$ cat src/rtl/instr_sequencer.sv
// Multi-cycle fetch/decode/execute/writeback sequencer for the 8-bit core.
// Owns the program counter and the instruction register. Walks each
// instruction through register-file read, ALU execute and writeback
// according to the opcode returned by the control unit.
//
// state   | meaning
// --------+------------------------------------------------------------
// IDLE    | out of reset, waiting for start
// FETCH   | imem_rd held at address pc until imem_valid
// DECODE  | opcode/number/flag_CU sampled; branch, halt or dispatch
// READ    | one-cycle register-file read strobe
// EXEC    | ALU launched on the first cycle, waits for alu_done or timeout
// WB      | one-cycle register-file write strobe
// HALTED  | stopped by HALT or ALU timeout; start restarts from pc 0
module instr_sequencer #(
    parameter int PC_W    = 8,
    parameter int TIMEOUT = 16
) (
    input  logic            clk,
    input  logic            rst_n,
    input  logic            start,
    output logic [PC_W-1:0] imem_addr,
    output logic            imem_rd,
    input  logic [31:0]     imem_data,
    input  logic            imem_valid,
    output logic [31:0]     instruction,
    input  logic [3:0]      opcode,
    input  logic [7:0]      number,
    input  logic [3:0]      flag_CU,
    output logic            rf_rd,
    output logic            alu_start,
    input  logic            alu_done,
    output logic            rf_we,
    output logic            wb_sel,
    output logic            busy,
    output logic            halted,
    output logic            err,
    output logic [PC_W-1:0] pc,
    output logic [15:0]     retired
);

    typedef enum logic [2:0] {
        S_IDLE,
        S_FETCH,
        S_DECODE,
        S_READ,
        S_EXEC,
        S_WB,
        S_HALTED
    } state_t;

    localparam logic [3:0] OP_NOP   = 4'h0;
    localparam logic [3:0] OP_LOADI = 4'hA;
    localparam logic [3:0] OP_JMP   = 4'hB;
    localparam logic [3:0] OP_BZ    = 4'hC;
    localparam logic [3:0] OP_HALT  = 4'hF;

    // Last EXEC cycle index before the ALU is declared hung.
    localparam logic [7:0] TCNT_LAST = 8'(TIMEOUT - 1);

    state_t          state_q;
    logic [PC_W-1:0] pc_q;
    logic [31:0]     instr_q;
    logic [15:0]     retired_q;
    logic [15:0]     retired_d;
    logic            err_q;
    logic            wb_sel_q;
    logic [7:0]      tcnt_q;

    // Only the zero flag steers branching; the other flag bits are not needed.
    logic unused_flags;
    assign unused_flags = ^flag_CU[3:1];

    // Saturating increment of the retired-instruction counter.
    always_comb begin
        retired_d = retired_q;
        if (retired_q != 16'hFFFF) begin
            retired_d = retired_q + 16'd1;
        end
    end

    // Sequencer state machine, program counter and status registers.
    always_ff @(posedge clk) begin
        if (!rst_n) begin
            state_q   <= S_IDLE;
            pc_q      <= '0;
            instr_q   <= '0;
            retired_q <= '0;
            err_q     <= 1'b0;
            wb_sel_q  <= 1'b0;
            tcnt_q    <= '0;
        end else begin
            case (state_q)
                S_IDLE: begin
                    if (start) begin
                        state_q <= S_FETCH;
                    end
                end
                S_FETCH: begin
                    if (imem_valid) begin
                        instr_q <= imem_data;
                        pc_q    <= pc_q + PC_W'(1);
                        state_q <= S_DECODE;
                    end
                end
                S_DECODE: begin
                    case (opcode)
                        OP_HALT: begin
                            state_q <= S_HALTED;
                        end
                        OP_NOP: begin
                            retired_q <= retired_d;
                            state_q   <= S_FETCH;
                        end
                        OP_JMP: begin
                            pc_q      <= PC_W'(number);
                            retired_q <= retired_d;
                            state_q   <= S_FETCH;
                        end
                        OP_BZ: begin
                            if (flag_CU[0]) begin
                                pc_q <= PC_W'(number);
                            end
                            retired_q <= retired_d;
                            state_q   <= S_FETCH;
                        end
                        OP_LOADI: begin
                            wb_sel_q <= 1'b1;
                            state_q  <= S_WB;
                        end
                        default: begin
                            wb_sel_q <= 1'b0;
                            state_q  <= S_READ;
                        end
                    endcase
                end
                S_READ: begin
                    tcnt_q  <= '0;
                    state_q <= S_EXEC;
                end
                S_EXEC: begin
                    // alu_done in the launch cycle belongs to no operation of ours.
                    if ((tcnt_q != 8'd0) && alu_done) begin
                        state_q <= S_WB;
                    end else if (tcnt_q == TCNT_LAST) begin
                        err_q   <= 1'b1;
                        state_q <= S_HALTED;
                    end else begin
                        tcnt_q <= tcnt_q + 8'd1;
                    end
                end
                S_WB: begin
                    retired_q <= retired_d;
                    state_q   <= S_FETCH;
                end
                S_HALTED: begin
                    if (start) begin
                        pc_q    <= '0;
                        instr_q <= '0;
                        err_q   <= 1'b0;
                        state_q <= S_FETCH;
                    end
                end
                default: begin
                    state_q <= S_IDLE;
                end
            endcase
        end
    end

    assign imem_addr   = pc_q;
    assign pc          = pc_q;
    assign instruction = instr_q;
    assign retired     = retired_q;
    assign err         = err_q;
    assign wb_sel      = wb_sel_q;
    assign imem_rd     = (state_q == S_FETCH);
    assign rf_rd       = (state_q == S_READ);
    assign alu_start   = (state_q == S_EXEC) && (tcnt_q == 8'd0);
    assign rf_we       = (state_q == S_WB);
    assign halted      = (state_q == S_HALTED);
    assign busy        = (state_q != S_IDLE) && (state_q != S_HALTED);

endmodule

$ cat config.mk
export PLATFORM = sky130hd
export DESIGN_NAME = instr_sequencer
export DESIGN_NICKNAME = d
export VERILOG_FILES = /design/src/rtl/instr_sequencer.sv
export SDC_FILE = /design/constraint.sdc
export NUM_CORES = 1
export LEC_CHECK = 0
export BUFFER_PORTS_ARGS = -buffer_cell sky130_fd_sc_hd__buf_2
export CAP_MARGIN = 0
export CORE_ASPECT_RATIO = 1.25
export CORE_MARGIN = 10
export CORE_UTILIZATION = 50
export CTS_CLUSTER_DIAMETER = 30
export DETAILED_ROUTE_END_ITERATION = 7
export GPL_TIMING_DRIVEN = 0
export PLACE_DENSITY = 0.81
export SLEW_MARGIN = 30
export SYNTH_ARGS = -nofsm -noshare
export SYNTH_HDL_FRONTEND = slang
export SYNTH_SLANG_ARGS = --single-unit
$ cat constraint.sdc
create_clock -name clk -period 2.3 [get_ports clk]
set_input_delay 0.115 -clock clk [delete_from_list [all_inputs] [get_ports clk]]
set_output_delay 0.115 -clock clk [all_outputs]
set_load 0.02 [all_outputs]
After elaboration in Yosys (flattened, before gate mapping)
Index checks and enable logic that the tools add are counted.
Word-level totals
  register bits: 69
  input port bits: 53
  logic and storage cells: 82
  output and inout bits: 72
Cells by class
  bitwise logic cells: 1
  reductions and logical operators: 23
  $add $sub $neg: 3
  equal/unequal tests: 23
  muxes and demuxes: 25
Operators with widths (number)
  2-to-1 mux 32 bit: 2
  case mux 32 bit (2 select lines): 1
  2-to-1 mux 8 bit: 5
  2-to-1 mux 16 bit: 2
  case mux 16 bit (2 select lines): 1
  case mux 8 bit (2 select lines): 2
  case mux 8 bit (3 select lines): 1
  case mux 3 bit (6 select lines): 1
  adder 16 x 1 -> 16 bit (second input constant): 1
  adder 8 x 1 -> 8 bit (second input constant): 2
  equality test 4 bit (second input constant): 4
  != test 16 bit (second input constant): 1
  2-to-1 mux 3 bit: 4
  != test 2 bit (second input constant): 5
  equality test 3 bit (second input constant): 3
  != test 3 bit (second input constant): 3
  case mux 3 bit (3 select lines): 1
  AND reduction 3 bit: 3
  equality test 8 x 4 -> 1 bit (second input constant): 1
  zero test 8 bit: 1
  nonzero test 2 bit: 4
  nonzero test 8 bit: 1
  equality test 3 x 2 -> 1 bit (second input constant): 2
  nonzero test 3 bit: 2
  other kinds (15): 22

Longest topological paths before layout
Gate-level depths: netlist of the first run.
  depth in word-level cells: 4
  depth in mapped cells: 9
  mapped depth without buffers: 7

Least setup slack after synthesis of the first run
No wires, ideal clock.
  kind: flip-flop to flip-flop
  from: register tcnt_q[0]
  to: register tcnt_q[6]
  path buffers: 0
  stages on the path, launching flop included: 8
  arrival: 1.977 ns
  data required time: 2.229 ns
  setup slack: 0.252 ns
  period minus slack after synthesis: 2.048 ns
  library setup time: 0.071 ns
  path through: dfxtp_1 -> inv_1 -> ha_1 -> or3b_2 -> o21a_1 -> o21a_1 -> or4_1 -> a21oi_1
Between the ends
  word-level cells in the longest chain between the ends: 4
  elaborated cells between the ends (all ways): 10
  those cells by class: add/sub: 1; eq/ne: 3; mux: 3; reduce/logical: 3
RTL lines
  from (decl): RTL line 68  | logic [7:0] tcnt_q;
  from (signal assigned): RTL line 149  | tcnt_q <= tcnt_q + 8'd1;
  adder 8 x 1 -> 8 bit or nonzero test 8 bit (tied branches): RTL line 149, 143
  2-to-1 mux 8 bit or logical AND 1 bit (tied branches): RTL line 145, 143
  2-to-1 mux 8 bit or != test 2 bit (tied branches)
  case mux 8 bit (2 select lines) or AND reduction 3 bit (tied branches)
Several ways; a longest one is shown, not always the timed one. The select of a mux whose other input is x is not followed.
A chain may end at the register's enable or synchronous reset.

Worst setup path in the final report of the first run
  from: register state_q[2]
  to: register retired_q[15] (netlist: retired[15])
Between the ends
  word-level cells in the longest chain between the ends: 3
  elaborated cells between the ends (all ways): 6
  those cells by class: eq/ne: 3; mux: 1; reduce/logical: 2
RTL lines
  from (decl): RTL line 61  | state_t state_q;
  from (signal assigned): RTL line 85  | state_q <= S_IDLE;
  from (signal assigned): RTL line 96  | state_q <= S_FETCH;
  from (signal assigned): RTL line 103  | state_q <= S_DECODE;
  equality test 3 x 2 -> 1 bit or equality test 3 bit (tied branches): RTL line 93  | case (state_q)
  != test 2 bit (no source line) or nonzero test 2 bit (tied branches)
  AND reduction 2 bit (no source line)
  to (signal assigned): RTL line 112  | retired_q <= retired_d;
  to (signal assigned): RTL line 117  | retired_q <= retired_d;
  to (signal assigned): RTL line 124  | retired_q <= retired_d;
  to (decl): RTL line 64  | logic [15:0] retired_q;
Several ways; a longest one is shown, not always the timed one.

==> results of run 1 <==
-- worst register-to-register path: cells and delay by family (launching register included) --
| kind | cells | cell delay [ns] |
|---|---|---|
| flip-flops | 1 | 0.30 |
| buffers and inverters | 2 | 0.44 |
| AO/OA/AOI/OAI | 4 | 1.03 |
| AND/OR/NAND/NOR | 1 | 0.35 |
-- report_power, final --
group / internal (mW) / switching, mW / leakage, nW
Sequential: 1.30 / 0.0877 / 0.559
Clock: 0.528 / 0.452 / 0.0964
Combinational: 0.384 / 0.658 / 1.17
-- metal layers --
metal | wire length (µm) | part of all wire (%) | up-vias | global-route usage, %
met5 | 0 | 0 | - | 0
met4 | 191 | 1.8 | 0 | 9.54
met3 | 1100 | 10 | 19 | 7.08
met2 | 5240 | 49 | 152 | 32.2
met1 | 4260 | 39 | 1749 | 21.6
li1 | - | - | 1853 | -
-- worst max-delay path by stage --
stage / from / endpoint / slack [ns] / cells past startpoint
2_1_floorplan: tcnt_q[0] / tcnt_q[6] / 0.25 / 7
3_3_place_gp: state_q[2] / retired[15] / 0.04 / 7
3_5_place_dp: state_q[0] / instruction[0] / 0.0007 / 9
4_1_cts: state_q[2] / retired[15] / 0.007 / 7
5_1_grt: state_q[2] / retired[15] / -0.02 / 7
6_report: state_q[2] / retired[15] / 0.11 / 7
-- area by class of cell --
type,instances,share of cell area [%]
plain buffers,36,4.15
repair buffers,122,14.1
well taps,87,2.49
clock inverters,4,1.09
clock buffers,12,3.32
multi-input cells,317,42.1
flip-flops and latches,69,31.6
inverters,13,1.11
-- layout by cell type, fill, tap and decap left out, types with 6 or more instances in the layout --
cell type / Yosys / layout
a21oi_1: 62 / 62
buf_2: 4 / 122
buf_4: 9 / 13
clkbuf_1: 21 / 17
clkbuf_8: 0 / 10
dfxtp_1: 69 / 67
inv_1: 12 / 12
nand2_1: 53 / 53
nand2b_1: 6 / 6
nand3_1: 48 / 48
nand4_1: 9 / 9
nor2_1: 11 / 11
nor3_1: 8 / 8
o21ai_0: 20 / 19
o31ai_1: 8 / 8
or3_1: 15 / 15
or4_1: 6 / 6
-- metrics by stage --
step | power, mW | util (%) | cell area, µm² | setup slack, ns
finish | 3.41 | 66.3 | 4380 | 0.106
global route | 3.58 | 66.3 | 4380 | -0.0226
CTS | 3.40 | 65.6 | 4340 | 0.00700
detailed placement | 2.43 | 62.7 | 4140 | 0.000745
global placement | 2.40 | 62.7 | 4140 | 0.0358
floorplan | 2.09 | - | 3440 | 0.252
-- state kept, by name, indices dropped and copies added (netlist names) --
| signal | cells |
|---|---|
| wb_sel | 1 |
| state_q | 3 |
| tcnt_q | 8 |
| instruction | 32 |
| retired | 16 |
| imem_addr | 8 |
| err | 1 |
-- what timing repair did --
| action | 4_1_cts | 5_1_grt |
|---|---|---|
| gates resized for setup | 1 | 15 |
| endpoints found under the setup margin | 2 | 42 |
| setup buffers | 0 | 3 |
| pin swaps | 0 | 2 |
-- kinds of logic (layout without fill, tap and decap cells) --
kind of cell | count (synthesis) | in the layout | share of synthesized area [%]
compound gates | 125 | 125 | 22.3
xor+xnor | 3 | 3 | 0.764
fa+ha+maj | 4 | 4 | 1.46
buf+inv | 50 | 187 | 6.59
flops | 69 | 69 | 40.2
mux | 2 | 2 | 0.582
simple gates | 183 | 183 | 28.1
==> reports/results.tsv, run 1 <==
metric	value	unit
status	completed	
power_density	780	nW/µm²
fin_crit	2.19	ns
synth_seq_area_share	40.2	%
max_cap_violations	0	
crit_fanout	10	
grt_pass1_wl	17.3	mm
finalSetupViolCount	0	
die_area	10600	µm²
reg2reg_slack	0.11	ns
async_flop_share	0	%
yosys.area.top_type_share	40.2	%
register_area	1380	µm²
drive_above_1_share	28.8	%
clkLatencyLatePin	0.35	ns
synth_area	3440	µm²
drc	0	
rsz0062_at_grt	true	
finalHoldViolCount	0	
num_vias	3773	
syn_avg_cell_area	7.89	µm²
synth_cells	436	
fp-row-count	33	
worst_r2r_path_depth	7	
yosysMostFrequentCell	dfxtp_1	
overflow	0	
crit_arrival	2.44	ns
reg2reg_to	retired[15]	
cpPeakStageDelay	0.35	ns
yosys_warnings	0	
hold_depth	3	
drt-initial-drc-count	203	
required	2.55	ns
grt_max_degree	12	
cp_slowest_cell	nor3b_4	
ios	125	
nets	625	
clock_path_buffers	2	
grt_pass1_vias	3670	
fmax	0.456	GHz
hold_class	input port to flip-flop	
crit_buf_inv	2	
r2r_start	state_q[2]	
htreeDepth	3	
hold_start	imem_data[31]	
fin_crit_sh	95.4	%
synthTopCellsByArea	dfxtp_1, a21oi_1, nand3_1	
worstSetupPathType	flip-flop to flip-flop	
hold-worst-slack	0.0175	ns
fin_cells	660	
routed_wl	10.8	mm
die_w	94.2	µm
ys_ff_latch	69	
io_buffers	119	
synth_area_leader_cell	dfxtp_1	
report.final.slew_viol_count	0	
core	6610	µm²
antenna_cells	0	
initial_core_util	52.0	%
synth_enable_flop_cells	0	
cts.root.buffer_cell	clkbuf_8	
viasPerCell	5.72	
crit_path_end_kind	flip-flop	
ir_drop	0.622	mV
dp_cells	642	
dp_hpwl	8.13	mm
drt-pass1-iter-count	5	
antenna_found_initial	0	
fillers	627	
slew-limit-headroom	49.5	%
crit_family	compound AO/OA/AOI/OAI gates	
clkTransAtPathRegs	0.08	ns
synth_cell_types	57	
ant_nets	0	
clock_skew	0.00929	ns
worst_slew_pin_slew	0.749	ns
dieHeight	113	µm
synthTopCellsByCount	dfxtp_1, a21oi_1, nand2_1	
ys.flop_type	dfxtp_1	
fin_tns_setup	0	ns
syn2layout_area_growth	27.3	%
p_leak	1.82	nW
clock-sinks	69	
postCtsHoldBufs	0	
gp_congestion	0.882	
numCtsBuffers	9	
multi_input_area	1840	µm²
grt_use_total	19.6	%
syn_nets	493	
holdPathEnd	instruction[31]	
startpoint_type	flip-flop	
wl_per_cell	16.4	µm
path_cells	buf_2 -> nor3b_4 -> a41oi_2 -> a21o_1 -> clkbuf_1 -> o31a_1 -> o21a_1	
cts_tree	built	
No activity file was read; power rests on OpenSTA's default activity.
==> inputs of run 2 (changes only) <==
==> constraint.sdc (replaced) <==
create_clock -name clk -period 2.3 [get_ports clk]
set_input_delay 0.115 -clock clk [delete_from_list [all_inputs] [get_ports clk]]
set_output_delay 0.115 -clock clk [all_outputs]
set_load 0.1 [all_outputs]
==> run 2 against run 1 <==
Non-clock buffer count unchanged. Utilization grew 0.61 points. Global-route usage decreased by 0.70 points.
==> reports/results.tsv, run 2 (synthesized netlist as in run 1, its figures left out) <==
metric	value	unit	change
viasPerCell	5.62		-1.7%
report.final.slew_viol_count	0		unchanged
grt_pass1_wl	16.8	mm	-2.9%
grt_use_total	18.9	%	-0.70 points
overflow	0		unchanged
drc	0		unchanged
gp_congestion	0.829		-6.0%
path_cells	or4_1 -> or3_1 -> nor2_2 -> clkbuf_4		
antenna_cells	0		unchanged
ant_nets	0		unchanged
clock-sinks	69		unchanged
startpoint_type	flip-flop		
finalSetupViolCount	0		unchanged
cpPeakStageDelay	0.58	ns	+0.23 ns
io_buffers	119		unchanged
hold_depth	3		unchanged
p_leak	1.83	nW	+0.59%
crit_arrival	2.06	ns	-0.38 ns
wl_per_cell	16.0	µm	-2.5%
final_common_cell	buf_2		
reg2reg_slack	0.15	ns	+0.04 ns
cp_slowest_cell	or4_1		
fmax	0.459	GHz	+0.73%
finalHoldViolCount	0		unchanged
dp_hpwl	8.03	mm	-1.2%
fin_crit_sh	94.7	%	-0.69 points
drt-pass1-iter-count	4		-1
worstSetupPathType	flip-flop to output port		
status	completed		
die_area	10600	µm²	unchanged
grt_max_degree	14		+2
worst_r2r_path_depth	9		+2
syn2layout_area_growth	28.5	%	
cts_tree	built		
num_vias	3709		-1.7%
die_w	94.2	µm	unchanged
clock_skew	0.00941	ns	+0.000117 ns
power_density	955	nW/µm²	+22%
ir_drop	0.556	mV	-11%
postCtsHoldBufs	0		unchanged
rsz0062_at_grt	false		
drt-initial-drc-count	209		+3.0%
crit_family	simple AND/OR/NAND/NOR gates		
drive_above_1_share	30.9	%	+2.1 points
core	6610	µm²	unchanged
nets	625		unchanged
clock_path_buffers	2		unchanged
crit_fanout	5		-5
routed_wl	10.5	mm	-2.5%
crit_buf_inv	1		-1
largest_reg_flops	32		unchanged
clkTransAtPathRegs	0.08	ns	about the same
htreeDepth	3		unchanged
cts.root.buffer_cell	clkbuf_8		
antenna_found_initial	0		unchanged
ios	125		unchanged
fin_crit	2.18	ns	-0.0158 ns
fp-row-count	33		unchanged
worst_slew_pin_slew	0.690	ns	-0.0590 ns
grt_pass1_vias	3492		-4.9%
hold_class	input port to flip-flop		
final_cell_mix	buf_2, a21oi_1, dfxtp_1		
required	2.18	ns	-0.37 ns
crit_path_end_kind	output port		
initial_core_util	52.0	%	unchanged
max_cap_violations	0		unchanged
dieHeight	113	µm	unchanged
clkLatencyLatePin	0.35	ns	about the same
slew-limit-headroom	53.5	%	+4.0 points
utilization	66.9	%	+0.61 points
path_depth	4		-3
fin_tns_setup	0	ns	unchanged
numCtsBuffers	9		unchanged
==> run 2: cell types whose count changed in the layout (fill, tap and decap cells not counted), moves of 2 or more <==
cell,change
clkbuf_4,+5
buf_4,-2
dfxtp_1,-9
clkinv_4,+3
dfxtp_2,+9
clkbuf_2,-3
==> run 2: tightest hold or removal path, cell delays in order <==
cell and delay, ns:
buf_2 0.09, nand3_1 0.05, a21oi_1 0.06
==> run 2: through the flow <==
stage / area [µm²] / hold slack [ns] / power, mW / setup WS (ns) / cells
final: 4420 / 0.0133 / 4.22 / 0.122 / 660
after global routing: 4420 / 0.0151 / 4.40 / 0.0100 / 660
after CTS: 4390 / 0.00153 / 4.23 / 0.0164 / 659
after detailed placement: 4190 / 0.379 / 3.23 / -0.0172 / 642
after global placement: 4190 / 0.373 / 3.20 / 0.0263 / 642
after floorplan: 3480 / 0.267 / 2.90 / -0.0561 / 436
==> run 2: repair_timing <==
action,in CTS,in global routing
pin swaps,1,1
gates resized for setup,0,7
setup buffers,1,1
setup endpoints to repair,1,33
==> run 2: cell type report <==
type	count	area [µm²]
buffer	37	203
fill	605	2190
inverter	13	48.8
sequential	69	1400
timing repair buffer	121	613
tap	87	109
clock inverter	7	75.1
multi-input combinational	317	1850
clock buffer	9	124
==> run 2: final timing paths <==
| check | startpoint | end |
|---|---|---|
| max | tcnt_q[4] | alu_start |
| max reg2reg | state_q[0] | imem_addr[5] |
| min reg2reg | instruction[22] | instruction[22] |
| min | imem_data[27] | instruction[27] |
==> run 2: report_power, final <==
group,internal [mW],switching [mW]
Sequential,1.31,0.0883
Combinational,0.401,1.43
Clock,0.506,0.486
Total,2.21,2.00
==> run 2: metal layers <==
layer,vias to the layer above,track usage (%),share of wire (%),wire (µm)
met5,-,0,0,0
met4,0,7.31,1.8,185
met3,16,5.75,9.4,987
met2,144,31.7,48,5020
met1,1693,21.6,41,4340
li1,1856,-,-,-
==> inputs of run 3 (changes only) <==
RECOVER_POWER = 100   (was default)
==> run 3 against run 2 <==
Via count is 0.67% higher. Hold slack worse by 0.0017 ns. Combinational power is 2% lower. Largest cell class unchanged.
==> reports/results.tsv, run 3 (synthesized netlist as in run 1, its figures left out) <==
metric	value	unit	change
initial_core_util	52.0	%	unchanged
grt_max_degree	14		unchanged
drt-initial-drc-count	213		+1.9%
crit_start	tcnt_q[4]		
dieHeight	113	µm	unchanged
hold_start	imem_data[27]		
cts_tree	built		
gp_congestion	0.829		unchanged
crit_arrival	2.06	ns	about the same
grt_pass1_wl	16.8	mm	unchanged
pwr-share-comb	42.9	%	-0.5 points
clkTransAtPathRegs	0.08	ns	about the same
p_int	2.17	mW	-1.7%
wl_per_cell	16.1	µm	+0.61%
required	2.18	ns	about the same
worst_slew_pin_slew	1.21	ns	+0.516 ns
final_cell_mix	clkbuf_1, a21oi_1, dfxtp_1		
cts.root.buffer_cell	clkbuf_8		
antenna_cells	0		unchanged
clock_path_buffers	2		unchanged
slew-limit-headroom	20.0	%	-34 points
finalHoldViolCount	0		unchanged
startpoint_type	flip-flop		
swShare	48.0	%	+0.49 points
dp_cells	642		unchanged
htreeDepth	3		unchanged
ios	125		unchanged
switchingPower	2.01	mW	+0.25%
drc	0		unchanged
nets	625		unchanged
utilization	65.2	%	-1.6 points
fin_crit	2.18	ns	-0.000310 ns
dpl_cell_area	4190	µm²	unchanged
die_area	10600	µm²	unchanged
antenna_found_initial	0		unchanged
power_density	970	nW/µm²	+1.7%
routed_wl	10.6	mm	+0.61%
die_w	94.2	µm	unchanged
overflow	0		unchanged
crit_path_end_kind	output port		
clkLatencyLatePin	0.35	ns	about the same
worstSetupPathType	flip-flop to output port		
syn2layout_area_growth	25.4	%	
ant_nets	0		unchanged
fp-row-count	33		unchanged
fmax	0.459	GHz	about the same
num_vias	3734		+0.67%
fillers	644		+6.4%
final_common_cell	clkbuf_1		
crit_fanout	5		unchanged
report.final.slew_viol_count	0		unchanged
finalSetupViolCount	0		unchanged
status	completed		
p_leak	1.54	nW	-16%
max_cap_violations	0		unchanged
viasPerCell	5.66		+0.67%
pwr-share-seq	33.4	%	+0.3 points
drive_above_1_share	18.2	%	-13 points
rsz0062_at_grt	false		
numCtsBuffers	9		unchanged
grt_pass1_vias	3492		unchanged
fin_crit_sh	94.7	%	about the same
hold_class	input port to flip-flop		
drt-pass1-iter-count	5		+1
grt_use_total	18.9	%	unchanged
clockPowerShare	23.7	%	+0.2 points
ir_drop	0.556	mV	about the same
r2r_start	tcnt_q[1]		
io_buffers	119		unchanged
design_area	4310	µm²	-2.4%
dp_hpwl	8.03	mm	unchanged
clock_skew	0.00883	ns	-0.000583 ns
largest_reg_flops	32		unchanged
clock-sinks	69		unchanged
core	6610	µm²	unchanged
fin_cells	660		unchanged
-- run 3: changes by cell type in the layout (fill, tap and decap cells not counted), sizes merged --
cell and change:
clkbuf +72, buf -72
-- run 3: what timing repair did --
item                                    in CTS  in global routing
resized for setup                            0                  7
buffers inserted                             1                  1
pin swaps                                    1                  1
endpoints found under the setup margin       1                 33
hold buffers                                 0                  0
-- run 3: per-layer routing --
layer	up-vias	global-route usage, %	routed length (µm)
li1	1853	-	-
met1	1708	21.6	4440
met2	156	31.7	5000
met3	17	5.75	974
met4	0	7.31	182
met5	-	0	0
-- run 3: final timing paths --
path | end | slack, ns | depth (start not counted)
hold / removal | instruction[27] | 0.01 | 3
setup / recovery | alu_start | 0.12 | 4
setup reg to reg | tcnt_q[4] | 0.13 | 8
hold reg to reg | instruction[22] | 0.45 | 2
-- run 3: cell type report --
| class | count | area (µm²) | share of cell area, % |
|---|---|---|---|
| repair buffers | 121 | 531 | 12.3 |
| well taps | 87 | 109 | 2.53 |
| plain buffers | 37 | 199 | 4.62 |
| inverters | 13 | 48.8 | 1.13 |
| clock buffers | 9 | 124 | 2.87 |
| flip-flops and latches | 69 | 1390 | 32.3 |
| multi-input cells | 317 | 1830 | 42.5 |
| clock inverters | 7 | 75.1 | 1.74 |
-- run 3: critical path, cell delays in order, from the launching register on --
cell and delay, ns:
dfxtp_1 0.34, or4_1 0.58, or3_1 0.37, nor2_2 0.10, clkbuf_4 0.33
-- run 3: power groups by stage --
stage | logic (mW) | clock network (mW) | registers [mW]
after floorplan | 0.852 | 0 | 2.05
after global placement | 1.79 | 0 | 1.41
after detailed placement | 1.81 | 0 | 1.42
after CTS | 1.83 | 1.01 | 1.39
after global routing | 1.90 | 1.06 | 1.41
final | 1.79 | 0.992 | 1.40
-- run 3: stage by stage --
stage	hold slack, ns	total power, mW	setup slack, ns	TNS (ns)
4_1_cts	0.00153	4.23	0.0164	0
5_1_grt	0.0151	4.37	0.00686	0
6_report	0.0117	4.18	0.123	0
3_3_place_gp	0.373	3.20	0.0263	0
2_1_floorplan	0.267	2.90	-0.0561	-0.0561
3_5_place_dp	0.379	3.23	-0.0172	-0.0172
